==> src/rtl/mono_readout_tx.sv <==
// Hit FIFO plus serial readout: READ edge pops a 26-bit word, sent MSB first.
// Define MONO_READOUT_TX_GRAY_EN to Gray-encode the LE/TE fields on load.
module mono_readout_tx #(
  parameter int FIFO_DEPTH = 16,
  parameter int WORD_BITS  = 26
) (
  input  logic                 RX_CLK,
  input  logic                 RX_nRST,
  input  logic                 RX_READ,
  input  logic                 RX_FREEZE,
  output logic                 RX_TOKEN,
  output logic                 RX_DATA,
  input  logic                 HIT_WR,
  input  logic [WORD_BITS-1:0] HIT_DATA,
  output logic [7:0]           LOST_CNT,
  output logic                 READ_ERR
);

  localparam int AW = $clog2(FIFO_DEPTH);

  typedef enum logic [1:0] {
    IDLE,
    LOAD,
    SHIFT
  } state_t;

  state_t state_q, state_d;

  logic [WORD_BITS-1:0] mem [FIFO_DEPTH];
  logic [AW:0]          wr_ptr, rd_ptr;
  logic [AW:0]          wr_ptr_d, rd_ptr_d;
  logic [WORD_BITS-1:0] sreg;
  logic [4:0]           bit_cnt;
  logic                 read_q;
  logic                 empty, full;
  logic                 read_edge;
  logic                 pop, push, lose;

  function automatic logic [WORD_BITS-1:0] encode(
    input logic [WORD_BITS-1:0] w
  );
`ifdef MONO_READOUT_TX_GRAY_EN
    encode = {w[25:12],
              w[11:6] ^ {1'b0, w[11:7]},
              w[5:0]  ^ {1'b0, w[5:1]}};
`else
    encode = w;
`endif
  endfunction

  assign empty = (wr_ptr == rd_ptr);
  assign full  = (wr_ptr[AW] != rd_ptr[AW]) &&
                 (wr_ptr[AW-1:0] == rd_ptr[AW-1:0]);

  assign read_edge = RX_READ && !read_q;

  // A pop frees a slot in the same cycle, so a full FIFO still accepts.
  assign push = HIT_WR && !RX_FREEZE && (!full || pop);
  assign lose = HIT_WR && !push;

  assign wr_ptr_d = wr_ptr + {{AW{1'b0}}, push};
  assign rd_ptr_d = rd_ptr + {{AW{1'b0}}, pop};

  always_comb begin
    state_d = state_q;
    pop     = 1'b0;
    unique case (state_q)
      IDLE: begin
        if (read_edge && !empty) begin
          pop     = 1'b1;
          state_d = LOAD;
        end
      end
      LOAD:  state_d = SHIFT;
      SHIFT: if (bit_cnt == 5'd0) state_d = IDLE;
      default: state_d = IDLE;
    endcase
  end

  always_ff @(posedge RX_CLK) begin
    if (push) mem[wr_ptr[AW-1:0]] <= HIT_DATA;
  end

  always_ff @(posedge RX_CLK) begin
    if (!RX_nRST) begin
      state_q  <= IDLE;
      wr_ptr   <= '0;
      rd_ptr   <= '0;
      sreg     <= '0;
      bit_cnt  <= '0;
      read_q   <= 1'b0;
      RX_TOKEN <= 1'b0;
      RX_DATA  <= 1'b0;
      LOST_CNT <= '0;
      READ_ERR <= 1'b0;
    end else begin
      state_q  <= state_d;
      wr_ptr   <= wr_ptr_d;
      rd_ptr   <= rd_ptr_d;
      read_q   <= RX_READ;
      RX_TOKEN <= (wr_ptr_d != rd_ptr_d);
      if (lose && LOST_CNT != 8'hFF)
        LOST_CNT <= LOST_CNT + 8'd1;
      if (read_edge && (state_q != IDLE || empty))
        READ_ERR <= 1'b1;
      unique case (state_q)
        IDLE: begin
          RX_DATA <= 1'b0;
          if (pop) sreg <= encode(mem[rd_ptr[AW-1:0]]);
        end
        LOAD: begin
          RX_DATA <= sreg[WORD_BITS-1];
          sreg    <= {sreg[WORD_BITS-2:0], 1'b0};
          bit_cnt <= 5'd24;
        end
        SHIFT: begin
          RX_DATA <= sreg[WORD_BITS-1];
          sreg    <= {sreg[WORD_BITS-2:0], 1'b0};
          bit_cnt <= bit_cnt - 5'd1;
        end
        default: RX_DATA <= 1'b0;
      endcase
    end
  end

endmodule

==> config.mk <==
export PLATFORM = sky130hd
export DESIGN_NAME = mono_readout_tx
export DESIGN_NICKNAME = d
export VERILOG_FILES = /design/src/rtl/mono_readout_tx.sv
export SDC_FILE = /design/constraint.sdc
export NUM_CORES = 1
export LEC_CHECK = 0
export CAP_MARGIN = 20
export CORE_ASPECT_RATIO = 1.4
export CORE_UTILIZATION = 45
export DETAILED_ROUTE_END_ITERATION = 8
export GPL_ROUTABILITY_DRIVEN = 0
export MAX_ROUTING_LAYER = met4
export PLACE_DENSITY = 0.71
export SYNTH_ARGS = -nofsm -noshare
export SYNTH_HDL_FRONTEND = slang
export SYNTH_SLANG_ARGS = --single-unit
export TNS_END_PERCENT = 1
==> constraint.sdc <==
create_clock -name RX_CLK -period 8.1 [get_ports RX_CLK]
set_input_delay 1.215 -clock RX_CLK [delete_from_list [all_inputs] [get_ports RX_CLK]]
set_output_delay 1.215 -clock RX_CLK [all_outputs]
set_load 0.05 [all_outputs]
==> run summary, run 1 <==
The start of the worst register-to-register path is rd_ptr[1]$_SDFF_PN0_. The total of max-cap violations came out at 0. The largest fanout of any net on the critical path is 19, and the setup TNS is 0 ns. After synthesis, the cell types taking the most area are sky130_fd_sc_hd__edfxtp_1, sky130_fd_sc_hd__mux2i_1, sky130_fd_sc_hd__dfxtp_1.

The run gives 4.37 ns as the arrival time at the worst endpoint. Most common flop cell mapped by yosys: sky130_fd_sc_hd__edfxtp_1. The run gives 42 as the number of primary I/O pins. In this run the most critical hold path is launched from READ_ERR$_SDFFE_PN0P_. The tools report the via count of the first global-routing pass as 9709. The kind of end point of the critical path was a flip-flop.

Power spread over the standard cell area amounts to 239.9 mW/mm^2. The mean instance size in the synthesized netlist was 17.46 sq um. The path with the worst hold slack has its endpoint at READ_ERR$_SDFFE_PN0P_.

The net switching fraction of the power came out at 21.63%. Entering global routing, the biggest net connects 58 pins. The fraction of synthesis flops using an asynchronous set or reset pin is 0%, and the number of buffers on the longest clock path is 3. Setup violations remaining at the end of the flow were counted as 0.

The combinational group share of total power is 7.2%, and the combined buffer and inverter count along the critical path is 2. Timing analysis after detailed placement gives a worst setup slack of 3.302 ns. Once layout is complete, the cells apart from fillers number 1663. The setup slack of the worst register-to-register path came out at 4.21 ns. Before antenna repair, the detailed router went through 5 iterations. The final critical path takes up 51.28% of the cycle. The tools report the post-route antenna net violation count as 0. By startpoint and endpoint, the worst setup path is classified as in -> reg.

The first-pass GRT wire length was 58260 um. Clock tree root buffer cell: sky130_fd_sc_hd__clkbuf_16. The analysis attributes to cell leakage a power of 6.358 nW. The logs give 0.55 ns for the worst-skew pair later-pin latency and 38450 um for the routed wire length.

The destination of the worst register-to-register timing path was mem[1][21]$_DFFE_PP_. Measured against its own limit, the worst slew margin works out to 26.77%. The worst hold path passes through 2 cells.

The worst-margin pin slew came out at 1.096 ns. Number of design rule violations left after detail routing: 0. The count of cells resized by post-cts repair came out at 0.

The number of cells on the worst reg-to-reg path is 7. Across the VDD grid, the largest voltage drop is 0.1402 mV. For the number of pins with negative max-slew slack in the final report, the log shows 0.

The die is 172.9 um wide. The smallest clock period supported by the final layout is computed as 4.154 ns. The HPWL after detailed placement is 23760 um. The initial utilization of the core area, before any placement, comes to 45.66%.

sky130_fd_sc_hd__edfxtp_1 is the most common cell in the netlist. TritonCTS built the clock tree. Counting instances in the post-synthesis netlist gives the leading cell types as sky130_fd_sc_hd__edfxtp_1, sky130_fd_sc_hd__mux2i_1, sky130_fd_sc_hd__a22oi_1, sky130_fd_sc_hd__a21oi_1, sky130_fd_sc_hd__dfxtp_1. Dividing the detail-routed via count by the number of cells gives 5.707.

The layout cell share with drive strength beyond 1 was 13.91%. The share of power burned in the clock network is 38.5%, and the die span in y is 241.2 um. Row generation in the floorplan step produced 87 rows. The run gives 54.2% as the sequential share of power.

On the final layout, the worst hold slack is 0.4827 ns. STA puts the critical path data required time at 8.32 ns. The total vias in the final route was 9490. The run finished with clean final reports. The largest individual stage delay along the critical path comes from the cell sky130_fd_sc_hd__nor3_2.

The total area inside the core boundary comes to 0.04028 sq mm. For this block, the initial DRC count from the detailed router was 689. With fillers left out, the area of the finished cells amounts to 0.02076 sq mm. The number of sinks handled by clock tree synthesis is 471, and the layout overhead on the synthesized area is 12.89%. The flip-flop and latch count after synthesis is 471. The synthesized net count was 1094; the highest cell delay on the worst timing path was 0.92 ns. Clock skew on the completed layout was measured at 0.01762 ns.

The total global-route track usage is 19.40%. Library cell occupying the most area in the post-synthesis netlist: sky130_fd_sc_hd__edfxtp_1. The maximum level of the CTS H-tree came out at 2. Summed over all nets, the switching power comes to 0.001077 W.

The synthesized design contains 416 enable-type register cells. In this run the post-CTS setup repair buffer count came out at 0. For this run, the number of Yosys warnings is 0. The critical path goes through clkdlybuf4s50_1, nor2b_1, a21oi_2, a21oi_4, nand4b_1, nor3_2, buf_4. The number of antenna violations at the first check in global routing was 0. STA classifies the critical path startpoint as an input pin.

The top cell type by area accounts for 67.93% of the synthesized area. The final worst slack came out at 3.946 ns. The number of buffers inserted by port buffering was 41; the cell internal power dissipation was 0.003904 W. Top cell family by delay on the critical path: simple AND/OR/NAND/NOR gates.

The count of final hold-check violations is 0. The residual overflow from global routing was 0. After clock tree synthesis, the clock-pin slew on the worst setup and hold paths is 0.06 ns. The synthesized netlist occupies a cell area of 0.01839 sq mm.

The worst min-delay path category was reg -> reg. The number of clock buffers added by TritonCTS is 42. Sequential cells were found to cover 73.91% of the synthesized design area. The die area is 0.04169 sq mm. In this run the cell area measured after placement is 0.01942 sq mm. The number of placed instances, taps included, is 1584. The routed length per instance was 23.12 um; the hold buffer count at CTS was 0.

For this run, the top clock speed supported by timing is 240.8 MHz. Synthesis instantiated 45 different standard cells from the library. After the last flow step, the layout net total stands at 1136. 0 antenna diodes ended up in the layout. Setup repair after global routing left no endpoint under its margin.

For the post-synthesis cell count, the log shows 1053.
## layer usage
metal  routed length (um)  part of all wire, %  GRT usage (%)  up-vias
li1                     -                    -              -     4297
met4                 2231                  5.8          11.29        0
met5                    0                    0              -        -
met2                20110                   52          33.81      283
met3                 1530                  4.0          2.505       87
met1                14580                   38          21.49     4823
## cell type report
cell class / instances / area (sq um)
Fill cell: 3197 / 19520
Clock inverter: 18 / 121.4
Multi-Input combinational cell: 513 / 4571
Timing Repair Buffer: 60 / 564.3
Tap cell: 534 / 668.1
Clock buffer: 60 / 1212
Inverter: 7 / 26.28
Sequential cell: 471 / 13600
## flip-flops by register name, indices dropped and copies added (netlist names)
name	count
READ_ERR	1
read_q	1
mem	416
state_q	2
wr_ptr	5
LOST_CNT	8
sreg	26
RX_TOKEN	1
bit_cnt	5
rd_ptr	5
RX_DATA	1
## through the flow
| stage | util (%) | power, W |
|---|---|---|
| after floorplan | - | 0.002995 |
| after global placement | 48.15 | 0.003102 |
| after detailed placement | 48.21 | 0.003112 |
| after CTS | 51.52 | 0.005010 |
| after global routing | 51.55 | 0.005132 |
| final | 51.55 | 0.004981 |
## placed cells by master, fill, tap and decap left out, types with 9 or more instances in the layout
master and instances:
sky130_fd_sc_hd__edfxtp_1 416, sky130_fd_sc_hd__mux2i_1 117, sky130_fd_sc_hd__a22oi_1 66, sky130_fd_sc_hd__a21oi_1 59, sky130_fd_sc_hd__dfxtp_1 53, sky130_fd_sc_hd__mux4_2 48, sky130_fd_sc_hd__clkbuf_16 45, sky130_fd_sc_hd__clkdlybuf4s50_1 41
sky130_fd_sc_hd__o21ai_0 32, sky130_fd_sc_hd__nand2_1 28, sky130_fd_sc_hd__nand3_1 22, sky130_fd_sc_hd__buf_4 16, sky130_fd_sc_hd__a31oi_1 15, sky130_fd_sc_hd__a32oi_1 14, sky130_fd_sc_hd__nor2_4 12, sky130_fd_sc_hd__clkbuf_1 12
sky130_fd_sc_hd__and2_1 11, sky130_fd_sc_hd__xor2_1 10, sky130_fd_sc_hd__nor2_1 10, sky130_fd_sc_hd__clkinv_2 10, sky130_fd_sc_hd__ha_1 9
## tightest hold or removal path: stages, from the launching register on
cell,delay [ns]
sky130_fd_sc_hd__dfxtp_1,0.33
sky130_fd_sc_hd__a21oi_1,0.04
sky130_fd_sc_hd__nor2_1,0.08
## power groups by stage
| stage | logic [W] | registers [W] | clock network, W |
|---|---|---|---|
| after floorplan | 0.000246 | 0.00275 | 0 |
| after global placement | 0.000349 | 0.00275 | 0 |
| after detailed placement | 0.000358 | 0.00275 | 0 |
| after CTS | 0.000359 | 0.00270 | 0.00195 |
| after global routing | 0.000388 | 0.00270 | 0.00204 |
| final | 0.000359 | 0.00270 | 0.00192 |
## kinds of logic after synthesis
| family | synth area share [%] |
|---|---|
| and+or+nand+nor | 3.375 |
| buffers and inverters | 1.932 |
| DFF | 73.91 |
| muxes | 12.25 |
| xor gates and xnor gates | 0.8981 |
| AOI/OAI and AO/OA | 6.953 |
| adders and majority gates | 0.6804 |
## how the worst max path moves through the flow
stage               slack, ns                    to  cells after the start     from
global route             3.73  mem[1][25]$_DFFE_PP_                      7  RX_READ
finish                   3.95  mem[1][21]$_DFFE_PP_                      7  RX_READ
global placement         3.34  mem[2][17]$_DFFE_PP_                      7  RX_READ
detailed placement       3.30  mem[0][18]$_DFFE_PP_                      7  RX_READ
CTS                      3.88  mem[0][21]$_DFFE_PP_                      7  RX_READ
floorplan                3.68   mem[3][0]$_DFFE_PP_                      6  RX_READ
Note: power is estimated with default switching activity, not from simulation.
==> run 2: changes to the inputs <==
clock period = 4.3 ns   (was 8.1 ns; I/O delays follow)
==> run 2 against run 1 <==
Cell count increased by 0.90%. Combinational power increased by 92%. Via count increased by 1.7%. Largest cell class unchanged. Global-route usage increased by 0.85 points. Die area unchanged. Routed wire length increased by 5.0%. Sequential share of layout area decreased by 0.73 points. Clock skew decreased by 0.0010 ns. Critical path depth decreased by 1.
==> run summary, run 2 (synthesized netlist as in run 1, its figures left out) <==
Number of buffers on the longest clock path: 3 (unchanged). Die span in y: 241.2 um (unchanged). The tools report the count of cells resized by post-cts repair as 0 (unchanged). For the HPWL after detailed placement, the log shows 25220 um (+6.1%). The leakage power figure was 6.456 nW (+1.5%). The residual overflow from global routing is 0 (unchanged).

Compared with the post-synthesis result, the final layout area differs by 14.16%. The tools report the number of buffers inserted during clock tree synthesis as 42 (unchanged). The run gives 0 (unchanged) as the post-route antenna net violation count.

The antenna diode instance count is 0 (unchanged). The run gives 0 (unchanged) as the number of pins with negative max-slew slack in the final report. The path class of the tightest hold or removal check is reg -> reg. The tools report the worst-case clock skew as 0.01662 ns (-0.001000 ns).

The logs give 4.55 ns (-3.77 ns) for the data required time at the worst endpoint and 0 (unchanged) for the number of antenna violations at the first check in global routing. The post-detailed-placement cell area is 0.01963 sq mm (+1.1%). The final design utilization came out at 52.12% (+0.58 points). Worst-margin pin slew: 1.056 ns (-0.04017 ns).

For the relative slew slack, the log shows 29.46% (+2.7 points). The count of final hold-check violations was 0 (unchanged); the largest fanout of any net on the critical path was 19 (unchanged). The logs give 0.56 ns (about the same) for the worst-skew pair later-pin latency and 1151 (+1.3%) for the final net count. The tree is rooted in a sky130_fd_sc_hd__clkbuf_16.

Average via count per standard cell: 5.753 (+0.82%). TritonCTS built the clock tree. The logs give 3216 (+0.59%) for the number of filler cells placed in the layout and 1600 (+1.0%) for the placed cell count.

The first-pass iteration count of the detailed router is 5 (unchanged). After layout, the worst path uses 71.54% of the clock period. For the number of sinks handled by clock tree synthesis, the log shows 471 (unchanged). The run gives 0.02099 sq mm (+1.1%) as the summed area of non-filler cells in the final layout. The total of max-cap violations came out at 0 (unchanged). The layout cell share with drive strength beyond 1 is 14.77% (+0.87 points). Power density normalized to cell area: 451.3 mW/mm^2 (+88%). The routed wire length came out at 40370 um (+5.0%). The flow ran to the end, and the final reports show no timing, DRC or antenna violations.

The final non-filler cell total came out at 1678 (+0.90%). Setup repair after global routing left no endpoint under its margin. The shortest clock period the worst path allows after layout is 3.076 ns. By startpoint and endpoint, the worst setup path is classified as reg -> reg. The maximum frequency from static timing analysis came out at 325.1 MHz.

The run gives 0 ns (unchanged) as the setup TNS. The top routing layer in use was met4. The run gives 2316 um (+51%) as the wire length on met3. The number of buffers inserted by port buffering came out at 41 (unchanged). Flip-flop count of the largest register after layout: 416 (unchanged). The worst hold path begins at READ_ERR$_SDFFE_PN0P_. Via count of the first global-routing pass: 9806 (+1.0%). The run gives 9654 (+1.7%) as the total vias in the final route. Kind of end point of the critical path: a flip-flop. Area used by multi-input combinational logic: 0.004571 sq mm (unchanged). The power consumption was 0.009474 W (+90%); the number of placement rows was 87 (unchanged).

The worst vdd rail ir drop came out at 0.2920 mV (+110%). Clock edge transition at the registers on the reported setup and hold paths: 0.06 ns (about the same). In this run the critical register-to-register path is launched from rd_ptr[2]$_SDFF_PN0_. The tools report the number of buffers added for setup after CTS as 0 (unchanged). The x dimension of the die was 172.9 um (unchanged); the routed length per instance was 24.06 um (+4.1%).

The post-route met1 wirelength came out at 14890 um (+2.1%). Number of primary I/O pins: 42 (unchanged). The maximum level of the CTS H-tree is 2 (unchanged), and the combined flip-flop and latch cell area is 0.01360 sq mm (unchanged).

The number of endpoints failing setup at the final stage is 0 (unchanged). The logs give 60340 um (+3.6%) for the first-pass GRT wire length and 913 (+33%) for the starting DRC count in detailed routing. The most common library cell in the layout ignoring fill and taps is sky130_fd_sc_hd__edfxtp_1. The tools report the worst setup path startpoint as rd_ptr[2]$_SDFF_PN0_.

The tools report the arrival time at the worst endpoint as 3.33 ns (-1.04 ns). The initial standard-cell utilization of the core came out at 45.66% (unchanged). For the total global-route track usage, the log shows 20.24% (+0.85 points).

The pin count of the biggest net entering global routing came out at 118 (+100%). The number of design rule violations left after detail routing is 0 (unchanged). The startpoint class of the critical path is a flip-flop. The logs give 21500 um (+6.9%) for the met2 layer wire length in the routed design and 0.04169 sq mm (unchanged) for the die area. The hold buffer count at CTS is 0 (unchanged).

For the area of the core, the log shows 0.04028 sq mm (unchanged). In the layout the commonest cells are sky130_fd_sc_hd__edfxtp_1, sky130_fd_sc_hd__mux2i_1, sky130_fd_sc_hd__a22oi_1, sky130_fd_sc_hd__a21oi_1, sky130_fd_sc_hd__dfxtp_1.
[run 2: final timing paths]
kind | to | slack (ns) | cells after the start
max | mem[7][16]$_DFFE_PP_ | 1.22 | 6
min | READ_ERR$_SDFFE_PN0P_ | 0.47 | 2
max reg2reg | mem[7][16]$_DFFE_PP_ | 1.22 | 6
min reg2reg | READ_ERR$_SDFFE_PN0P_ | 0.47 | 2
[run 2: area by class of cell]
type / instances / area share [%]
sequential: 471 / 64.77
multi-input combinational: 513 / 21.77
clock buffer: 60 / 5.620
timing repair buffer: 75 / 3.647
tap: 534 / 3.183
clock inverter: 18 / 0.8821
inverter: 7 / 0.1252
[run 2: stage by stage]
step | hold WS (ns) | setup slack [ns]
after global placement | 0.4625 | 0.8400
after detailed placement | 0.4618 | 0.7869
after CTS | 0.4770 | 1.240
final | 0.4704 | 1.224
after floorplan | 0.4515 | 0.4482
after global routing | 0.4973 | 1.057
[run 2: power by group]
group | switching (W) | internal [W]
Sequential | 0.0000480 | 0.00504
Combinational | 0.000409 | 0.000280
Clock | 0.00159 | 0.00210
Total | 0.00205 | 0.00743
[run 2: routing by layer]
| layer | up-vias | GRT usage (%) |
|---|---|---|
| met5 | - | - |
| met3 | 89 | 2.552 |
| met2 | 362 | 36.05 |
| met4 | 0 | 9.171 |
| met1 | 4867 | 22.84 |
| li1 | 4336 | - |
[run 2: worst max-delay path, cell delays in order, from the launching register on]
cell and delay, ns:
sky130_fd_sc_hd__dfxtp_1 0.70, sky130_fd_sc_hd__xnor2_1 0.16, sky130_fd_sc_hd__and4_4 0.25, sky130_fd_sc_hd__a21oi_4 0.41, sky130_fd_sc_hd__nand4_1 0.42, sky130_fd_sc_hd__nor2_4 0.59, sky130_fd_sc_hd__buf_12 0.23
==> run 3: changes to the inputs <==
PLACE_DENSITY = 0.73   (was 0.71)
clock period = 2.54 ns   (was 4.3 ns; I/O delays follow)
==> run 3 against run 2 <==
Sequential cell count is the same. Maximum frequency rose by 29%. Via count rose by 0.53%. Worst setup slack worse by 1.1 ns. First-iteration DRC count fell by 14%. Utilization up 1.2 points. Sequential power up 69%. Non-clock buffer count rose by 26. Power up 70%. Highest routed layer unchanged.
==> run summary, run 3 (synthesized netlist as in run 1, its figures left out) <==
The flow ran to the end, and the final reports show no timing, DRC or antenna violations. For the antenna diode instance count, the log shows 0 (unchanged). The post-route clock period utilization is 93.68% (+22 points), and the number of antenna violations at the first check in global routing is 0 (unchanged).

The number of pins with negative max-slew slack in the final report is 0 (unchanged). The flip-flop count of the largest register after layout is 416 (unchanged), and the number of buffers on the longest clock path is 3 (unchanged). For the die area, the log shows 0.04169 sq mm (unchanged). The shortest clock period the worst path allows after layout was 2.380 ns (-0.6968 ns); the HPWL after detailed placement was 22950 um (-9.0%). Count of cells resized by post-cts repair: 0 (unchanged).

The cell sitting at the root of the clock tree is a sky130_fd_sc_hd__clkbuf_16. The power density normalized to cell area came out at 750.9 mW/mm^2 (+66%). The logs give 41 (-2.4%) for the number of buffers inserted during clock tree synthesis and 6.644 nW (+2.9%) for the leakage power figure. The worst-skew pair later-pin latency came out at 0.55 ns (about the same). The placed cell count is 1626 (+1.6%). The starting DRC count in detailed routing is 783 (-14%), and the number of endpoints failing setup at the final stage is 0 (unchanged). Setup repair after global routing left no endpoint under its margin. The run gives 0 (unchanged) as the total of max-cap violations.

The worst-margin pin slew was 1.014 ns (-0.04225 ns); the data required time at the worst endpoint was 2.94 ns (-1.61 ns). The die span in y works out to 241.2 um (unchanged). Number of filler cells placed in the layout: 3113 (-3.2%). The layout cell share with drive strength beyond 1 is 17.17% (+2.4 points).

For the maximum frequency from static timing analysis, the log shows 420.2 MHz (+29%). The total global-route track usage came out at 19.38% (-0.86 points). For the final net count, the log shows 1176 (+2.2%).

The tools report the post-route antenna net violation count as 0 (unchanged). The clock edge transition at the registers on the reported setup and hold paths was 0.06 ns (about the same); the total vias in the final route was 9705 (+0.53%). The run gives 0 (unchanged) as the count of final hold-check violations. The tools report the area of the core as 0.04028 sq mm (unchanged).

The top cell types in the final layout, fill and taps aside, are sky130_fd_sc_hd__edfxtp_1, sky130_fd_sc_hd__mux2i_1, sky130_fd_sc_hd__a22oi_1, sky130_fd_sc_hd__a21oi_1, sky130_fd_sc_hd__dfxtp_1. The path class of the tightest hold or removal check is in -> reg. From synthesis to final layout, the design area changed by 16.70%. The setup TNS was 0 ns (unchanged). STA classifies the critical path endpoint as a flip-flop. The average via count per standard cell is 5.712 (-0.71%). The number of placement rows is 87 (unchanged).

For the residual overflow from global routing, the log shows 0 (unchanged). Via count of the first global-routing pass: 9960 (+1.6%). The largest fanout of any net on the critical path was 60 (+41). The logs give 53.29% (+1.2 points) for the final design utilization and 0.5300 mV (+81%) for the worst vdd rail ir drop.

The number of sinks handled by clock tree synthesis was 471 (unchanged); the arrival time at the worst endpoint was 2.78 ns (-0.55 ns). The number of buffers inserted by port buffering works out to 41 (unchanged). The tools report the first-pass GRT wire length as 58930 um (-2.3%). For the number of design rule violations left after detail routing, the log shows 0 (unchanged). The run gives 71 (-40%) as the pin count of the biggest net entering global routing. The worst setup path is launched from a flip-flop.

The logs give 38720 um (-4.1%) for the routed wire length and 0 (unchanged) for the number of buffers added for setup after CTS. Leaving out fill and tap cells, the most frequent cell in the layout is sky130_fd_sc_hd__edfxtp_1. TritonCTS built the clock tree. The maximum level of the CTS H-tree came out at 2 (unchanged). The x dimension of the die was 172.9 um (unchanged). The run gives 0.16 ns (-1.06 ns) as the setup slack of the worst register-to-register path. The run gives 45.66% (unchanged) as the initial standard-cell utilization of the core. First-pass iteration count of the detailed router: 5 (unchanged). Category of the critical setup timing path: reg -> reg.

For the power consumption, the log shows 0.01612 W (+70%). For the relative slew slack, the log shows 32.17% (+2.7 points). The final non-filler cell total was 1699 (+1.3%); the hold buffer count at CTS was 0 (unchanged). Routed length per instance: 22.79 um (-5.3%). The tools report the number of primary I/O pins as 42 (unchanged). For the worst-case clock skew, the log shows 0.01873 ns (+0.002105 ns).
run 3: cell count changes in the layout (fill, tap and decap cells not counted), moves of 2 or more:
cell | previous run | this run
sky130_fd_sc_hd__nor3_4 | 0 | 4
sky130_fd_sc_hd__clkbuf_8 | 4 | 8
sky130_fd_sc_hd__clkinvlp_4 | 2 | 0
sky130_fd_sc_hd__inv_6 | 0 | 3
sky130_fd_sc_hd__clkinv_8 | 2 | 0
sky130_fd_sc_hd__buf_4 | 26 | 33
sky130_fd_sc_hd__nor3_2 | 4 | 0
sky130_fd_sc_hd__clkbuf_1 | 13 | 4
sky130_fd_sc_hd__buf_12 | 8 | 27
sky130_fd_sc_hd__clkbuf_16 | 43 | 41
run 3: area by class of cell:
cell class	count	area (sq um)	share of cell area, %
repair buffers	101	1199	5.585
clock buffers	53	1151	5.363
well taps	534	668.1	3.113
flip-flops and latches	471	13600	63.36
inverters	7	26.28	0.1224
multi-input cells	513	4596	21.41
clock inverters	20	224.0	1.044
run 3: power by group:
| group | internal, W | leakage (nW) | switching, W |
|---|---|---|---|
| combinational | 0.000505 | 1.77 | 0.000697 |
| sequential | 0.00853 | 4.20 | 0.0000632 |
| clock | 0.00363 | 0.683 | 0.00269 |
run 3: worst paths after layout:
check | start | end | cells after the start
min | RX_READ | read_q$_SDFF_PN0_ | 2
max | rd_ptr[0]$_SDFF_PN0_ | sreg[0]$_SDFFE_PN0P_ | 7
max reg2reg | rd_ptr[0]$_SDFF_PN0_ | sreg[0]$_SDFFE_PN0P_ | 7
min reg2reg | READ_ERR$_SDFFE_PN0P_ | READ_ERR$_SDFFE_PN0P_ | 2
run 3: per-layer routing:
layer	global-route usage, %	share of wire [%]	vias up
li1	-	-	4384
met1	22.07	39	4967
met2	35.04	54	271
met3	2.410	4.1	83
met4	7.187	2.8	0
met5	-	0	-
run 3: worst max-delay path, cell delays in order, from the launching register on:
cell                      delay [ns]
sky130_fd_sc_hd__dfxtp_4        0.36
sky130_fd_sc_hd__buf_12         0.36
sky130_fd_sc_hd__buf_4          0.35
sky130_fd_sc_hd__mux4_2         0.54
sky130_fd_sc_hd__a22oi_1        0.23
sky130_fd_sc_hd__a21oi_1        0.10
sky130_fd_sc_hd__mux2i_1        0.17
sky130_fd_sc_hd__nor2_1         0.06
run 3: through the flow:
| stage | setup slack, ns | hold WS, ns | cell area (sq um) |
|---|---|---|---|
| floorplan | -0.2189 | 0.4515 | 18450 |
| global placement | -0.07018 | 0.4688 | 20090 |
| detailed placement | -0.07520 | 0.4683 | 20090 |
| finish | 0.1604 | 0.4355 | 21460 |
| global route | 0.02681 | 0.4268 | 21460 |
| CTS | 0.1650 | 0.4120 | 21460 |
==> variant 1: new RTL, config.mk and constraints of run 2 <==
Make the reset (`RX_nRST`) asynchronous in one clocked block.
--- a/src/rtl/mono_readout_tx.sv
+++ b/src/rtl/mono_readout_tx.sv
@@ -81,7 +81,7 @@
     if (push) mem[wr_ptr[AW-1:0]] <= HIT_DATA;
   end
 
-  always_ff @(posedge RX_CLK) begin
+  always_ff @(posedge RX_CLK or negedge RX_nRST) begin
     if (!RX_nRST) begin
       state_q  <= IDLE;
       wr_ptr   <= '0;
Behaviour: differs if RX_nRST is asserted again (counterexample within 4 cycles, from zero or initial values and one cycle with RX_nRST low); with RX_nRST held inactive, the same outputs for 10 cycles.
==> variant 1 against run 2 <==
Final area rose by 0.94%; routed wire length fell by 2.9%; setup slack got worse by 0.030 ns; area after synthesis about the same; hold slack got worse by 0.28 ns; largest cell class unchanged; highest routed layer unchanged; sequential cell count unchanged.
Power is not compared: it rests on default switching activity, and its combinational part moved more than twofold at a synthesized area within 25%.
==> variant 1: results (changes against run 2) <==
| Metric | Value |
|---|---|
| Status | finished, final reports clean (unchanged) |
| Worst-skew pair later-pin latency | 0.56 ns (about the same) |
| M1 WL | 14.95 mm (was 14.89 mm) |
| Synth cell types | 43 (was 45) |
| LEAKAGE | 6.901 nW |
| Layout fillers | 3129 (was 3216) |
| Area after DPL | 19740 um2 (was 19630 um2) |
| Metal3 WL | 2.499 mm (was 2.316 mm) |
| R2R setup slack | 1.19 ns (was 1.22 ns) |
| Routed vias/inst | 5.795 (was 5.753) |
| Max Root-Sink Buffers | 3 (unchanged) |
| WL/cell | 24.04 um (was 24.06 um) |
| EDFF count, synth | 416 (unchanged) |
| DP HPWL | 23.11 mm (was 25.22 mm) |
| Largest net degree at the start of global routing | 84 (was 118) |
| Synth Warn # | 0 (unchanged) |
| Max layer used | met4 (unchanged) |
| Met2 WL | 20.49 mm (was 21.50 mm) |
| Clock Tree Root | clkbuf_16 (unchanged) |
| Worst Setup SP | rd_ptr[0]$_DFF_PN0_ (was rd_ptr[2]$_SDFF_PN0_) |
| Max-Slew Margin vs Limit | 39.46% (was 29.46%) |
| Largest cells by area after synthesis | edfxtp_1 68%, dfrtp_1 7.5%, mux4_2 6.7% (was edfxtp_1 68%, mux2i_1 6.4%, dfxtp_1 6.0%) |
| Antenna violations before repair | 0 (unchanged) |
| Initial DRC count | 763 (was 913) |
| Top cells by count, synth | 416 x edfxtp_1, 104 x mux2_2, 60 x nand2_1 (was 416 x edfxtp_1, 117 x mux2i_1, 66 x a22oi_1) |
| Total CTS buffers | 43 (was 42) |
| Met1 Resource Use GR | 23.89% (was 22.84%) |
| Reg2Reg Depth | 6 (unchanged) |
| CP max FO | 28 (was 19) |
| DRC Markers | 0 (unchanged) |
| Max FFs per register | 416 (unchanged) |
| Slowest CP cell | dfrtp_4 (was dfxtp_1) |
| Number of global-route vias before repair | 9805 (was 9806) |
| FFs w/ async S/R, synth | 11.68% (was 0%) |
| Sequential area share after synthesis | 75.38% (was 73.91%) |
| H-tree Lvls | 2 (unchanged) |
| Post-Syn Nets | 1034 (was 1094) |
| Clock skew | 0.01859 ns (was 0.01662 ns) |
| Clk slew on worst S/H paths | 0.06 ns (about the same) |
| Number of hold buffers added after CTS | 0 (unchanged) |
| Met2 Track Usage GR | 34.52% (was 36.05%) |
| Nets | 1103 (was 1151) |
| Worst Path Arrival | 3.29 ns (was 3.33 ns) |
| HP Class | in -> async (was reg -> reg) |
| Cts repair resizes | 0 (unchanged) |
| DRT Pass-1 Iters | 5 (unchanged) |
| Share of layout cells above drive strength 1 | 25.89% (was 14.77%) |
| Crit path kind | reg -> reg (unchanged) |
| First-pass GRT wire length | 59.95 mm (was 60.34 mm) |
| GR met3 Demand/Resource | 2.699% (was 2.552%) |
| Total GRT Usage | 19.89% (was 20.24%) |
| Worst VDD drop | slightly below 0.4 mV |
| Port buffer count | 41 (unchanged) |
| Crit-path max cell delay | 0.66 ns (was 0.70 ns) |
| FF-to-FF End | mem[0][22]$_DFFE_PP_ (was mem[7][16]$_DFFE_PP_) |
| Number of inserted diodes | 0 (unchanged) |
| Setup Buffers After CTS | 0 (unchanged) |
[variant 1: power by group]
part / total [mW] / switching [mW] / internal [mW] / leakage [nW]
logic: 4.05 / 2.35 / 1.71 / 1.77
clock network: 3.94 / 1.64 / 2.30 / 0.706
registers: 5.73 / 0.318 / 5.41 / 4.43
total: 13.7 / 4.31 / 9.41 / 6.90
[variant 1: area by class of cell]
class / count / area (um2) / share of cell area (%)
sequential: 471 / 13870 / 65.47
multi-input combinational: 460 / 4397 / 20.75
clock buffer: 52 / 1120 / 5.284
timing repair buffer: 77 / 763.2 / 3.602
tap: 534 / 668.1 / 3.153
clock inverter: 28 / 336.6 / 1.588
inverter: 9 / 33.78 / 0.1594
[variant 1: through the flow]
step           instances  hold slack, ns  setup slack (ns)  utilization [%]
6_report            1631          0.1902             1.194            52.62
5_1_grt             1631          0.2210             1.048            52.62
4_1_cts             1631          0.1925             1.167            52.62
3_5_place_dp        1551          0.4656            0.7779            49.00
3_3_place_gp        1551          0.4438            0.8244            49.00
2_1_floorplan        993          0.3494            0.3774                -
[variant 1: worst max-delay path, delay by kind of cell, from the launching register on]
kind / cells / cell delay [ns]
compound gates: 1 / 0.42
xor+xnor: 1 / 0.22
buf+inv: 1 / 0.46
flops: 1 / 0.66
simple gates: 3 / 0.96
[variant 1: logic make-up (layout without fill, tap and decap cells)]
family	count (synthesis)	after routing	synth area share [%]
flip-flops	471	471	75.38
multiplexers	161	161	13.21
AO/OA/AOI/OAI	145	145	5.298
AND/OR/NAND/NOR	123	123	3.040
buffers and inverters	62	166	1.401
XOR/XNOR	21	21	0.9996
adder cells (fa/ha/maj)	10	10	0.6800
==> variant 2: new RTL, config.mk and constraints of run 2 <==
Without the edit above. The parameter `FIFO_DEPTH` goes from 16 to 8.
--- a/src/rtl/mono_readout_tx.sv
+++ b/src/rtl/mono_readout_tx.sv
@@ -1,7 +1,7 @@
 // Hit FIFO plus serial readout: READ edge pops a 26-bit word, sent MSB first.
 // Define MONO_READOUT_TX_GRAY_EN to Gray-encode the LE/TE fields on load.
 module mono_readout_tx #(
-  parameter int FIFO_DEPTH = 16,
+  parameter int FIFO_DEPTH = 8,
   parameter int WORD_BITS  = 26
 ) (
   input  logic                 RX_CLK,
Formal check against the unedited RTL: not equivalent (Yosys sat finds a counterexample within 10 cycles, from zero or initial values and one cycle with RX_nRST low).
==> variant 2 against run 2 <==
Synthesized cell count decreased by 44%; final area is 43% lower; combinational power down 40%; setup slack better by 0.30 ns; area after synthesis down 44%; sequential cell count fell by 210; power decreased by 42%; hold slack got worse by 0.0060 ns; sequential share of layout area is 3.4 points lower; routed wire length fell by 52%; global-route usage down 2.3 points; largest power group unchanged.
==> variant 2: results (changes against run 2) <==
| Metric | Value |
|---|---|
| Final non-filler cell total | 960 (was 1678) |
| Crit-path max cell delay | 0.81 ns (was 0.70 ns) |
| Worst Path Arrival | 2.94 ns (was 3.33 ns) |
| Nets | 683 (was 1151) |
| Top cells by count, synth | 208 x edfxtp_1, 53 x dfxtp_1, 50 x mux4_2 (was 416 x edfxtp_1, 117 x mux2i_1, 66 x a22oi_1) |
| Post-Syn Nets | 634 (was 1094) |
| DP HPWL | 11.76 mm (was 25.22 mm) |
| Clock group | 2.25 mW (was 3.69 mW) |
| Crit path max-delay family | flip-flops (was simple AND/OR/NAND/NOR gates) |
| WL/cell | 20.06 um (was 24.06 um) |
| Buffers, non-clock | 56 (was 75) |
| CP max FO | 27 (was 19) |
| PwrDens | 460.1 nW/um2 (was 451.3 nW/um2) |
| Reg area | 7313 um2 (was 13600 um2) |
| Status | finished, final reports clean (unchanged) |
| Number of global-route vias before repair | 5702 (was 9806) |
| Max FFs per register | 208 (was 416) |
| Share of layout cells above drive strength 1 | 18.97% (was 14.77%) |
| Max-Slew Margin vs Limit | 42.52% (was 29.46%) |
| ClkCell Share | 7.026% (was 6.502%) |
| Slowest CP cell | dfxtp_2 (was dfxtp_1) |
| Multi-input gates | 287 (was 513) |
| Dpl cells | 917 (was 1600) |
| DR vias | 5328 (was 9654) |
| Total GRT Usage | 17.99% (was 20.24%) |
| Worst VDD drop | 0.2589 mV (was 0.2920 mV) |
| Register share of total power | 51.5% (was 53.7%) |
| Fraction of area in multi-input gates | 23.66% (was 21.77%) |
| Total CTS buffers | 24 (was 42) |
| Seq/total area | 61.38% (was 64.77%) |
| Syn_area_per_cell | 17.42 um2 (was 17.46 um2) |
| Clock buffers | 28 (was 60) |
| Clock skew | 0.009713 ns (was 0.01662 ns) |
| Synth cell types | 53 (was 45) |
| Area after DPL | 11080 um2 (was 19630 um2) |
| First-pass GRT wire length | 31.45 mm (was 60.34 mm) |
-- variant 2: logic make-up after synthesis --
group	Yosys count	synth area share, %
AOI/OAI and AO/OA	88	6.019
xor gates and xnor gates	12	1.272
buffers and inverters	45	2.240
muxes	81	13.96
DFF	261	70.72
adders and majority gates	10	1.211
and+or+nand+nor	96	4.577
-- variant 2: per-layer routing --
metal  part of all wire, %  wire (um)  global-route usage, %  vias to the layer above
li1                      -          -                      -                     2441
met1                    40       7696                  22.18                     2709
met2                    53      10290                  30.83                      145
met3                   4.7        902                  2.487                       33
met4                   1.9        363                  4.698                        0
met5                     0          0                      -                        -
-- variant 2: path summary, 6_finish.rpt --
path | endpoint | slack (ns) | depth (start not counted)
setup reg to reg | mem[5][24]$_DFFE_PP_ | 1.52 | 6
hold reg to reg | READ_ERR$_SDFFE_PN0P_ | 0.46 | 2
setup / recovery | mem[5][24]$_DFFE_PP_ | 1.52 | 6
hold / removal | READ_ERR$_SDFFE_PN0P_ | 0.46 | 2
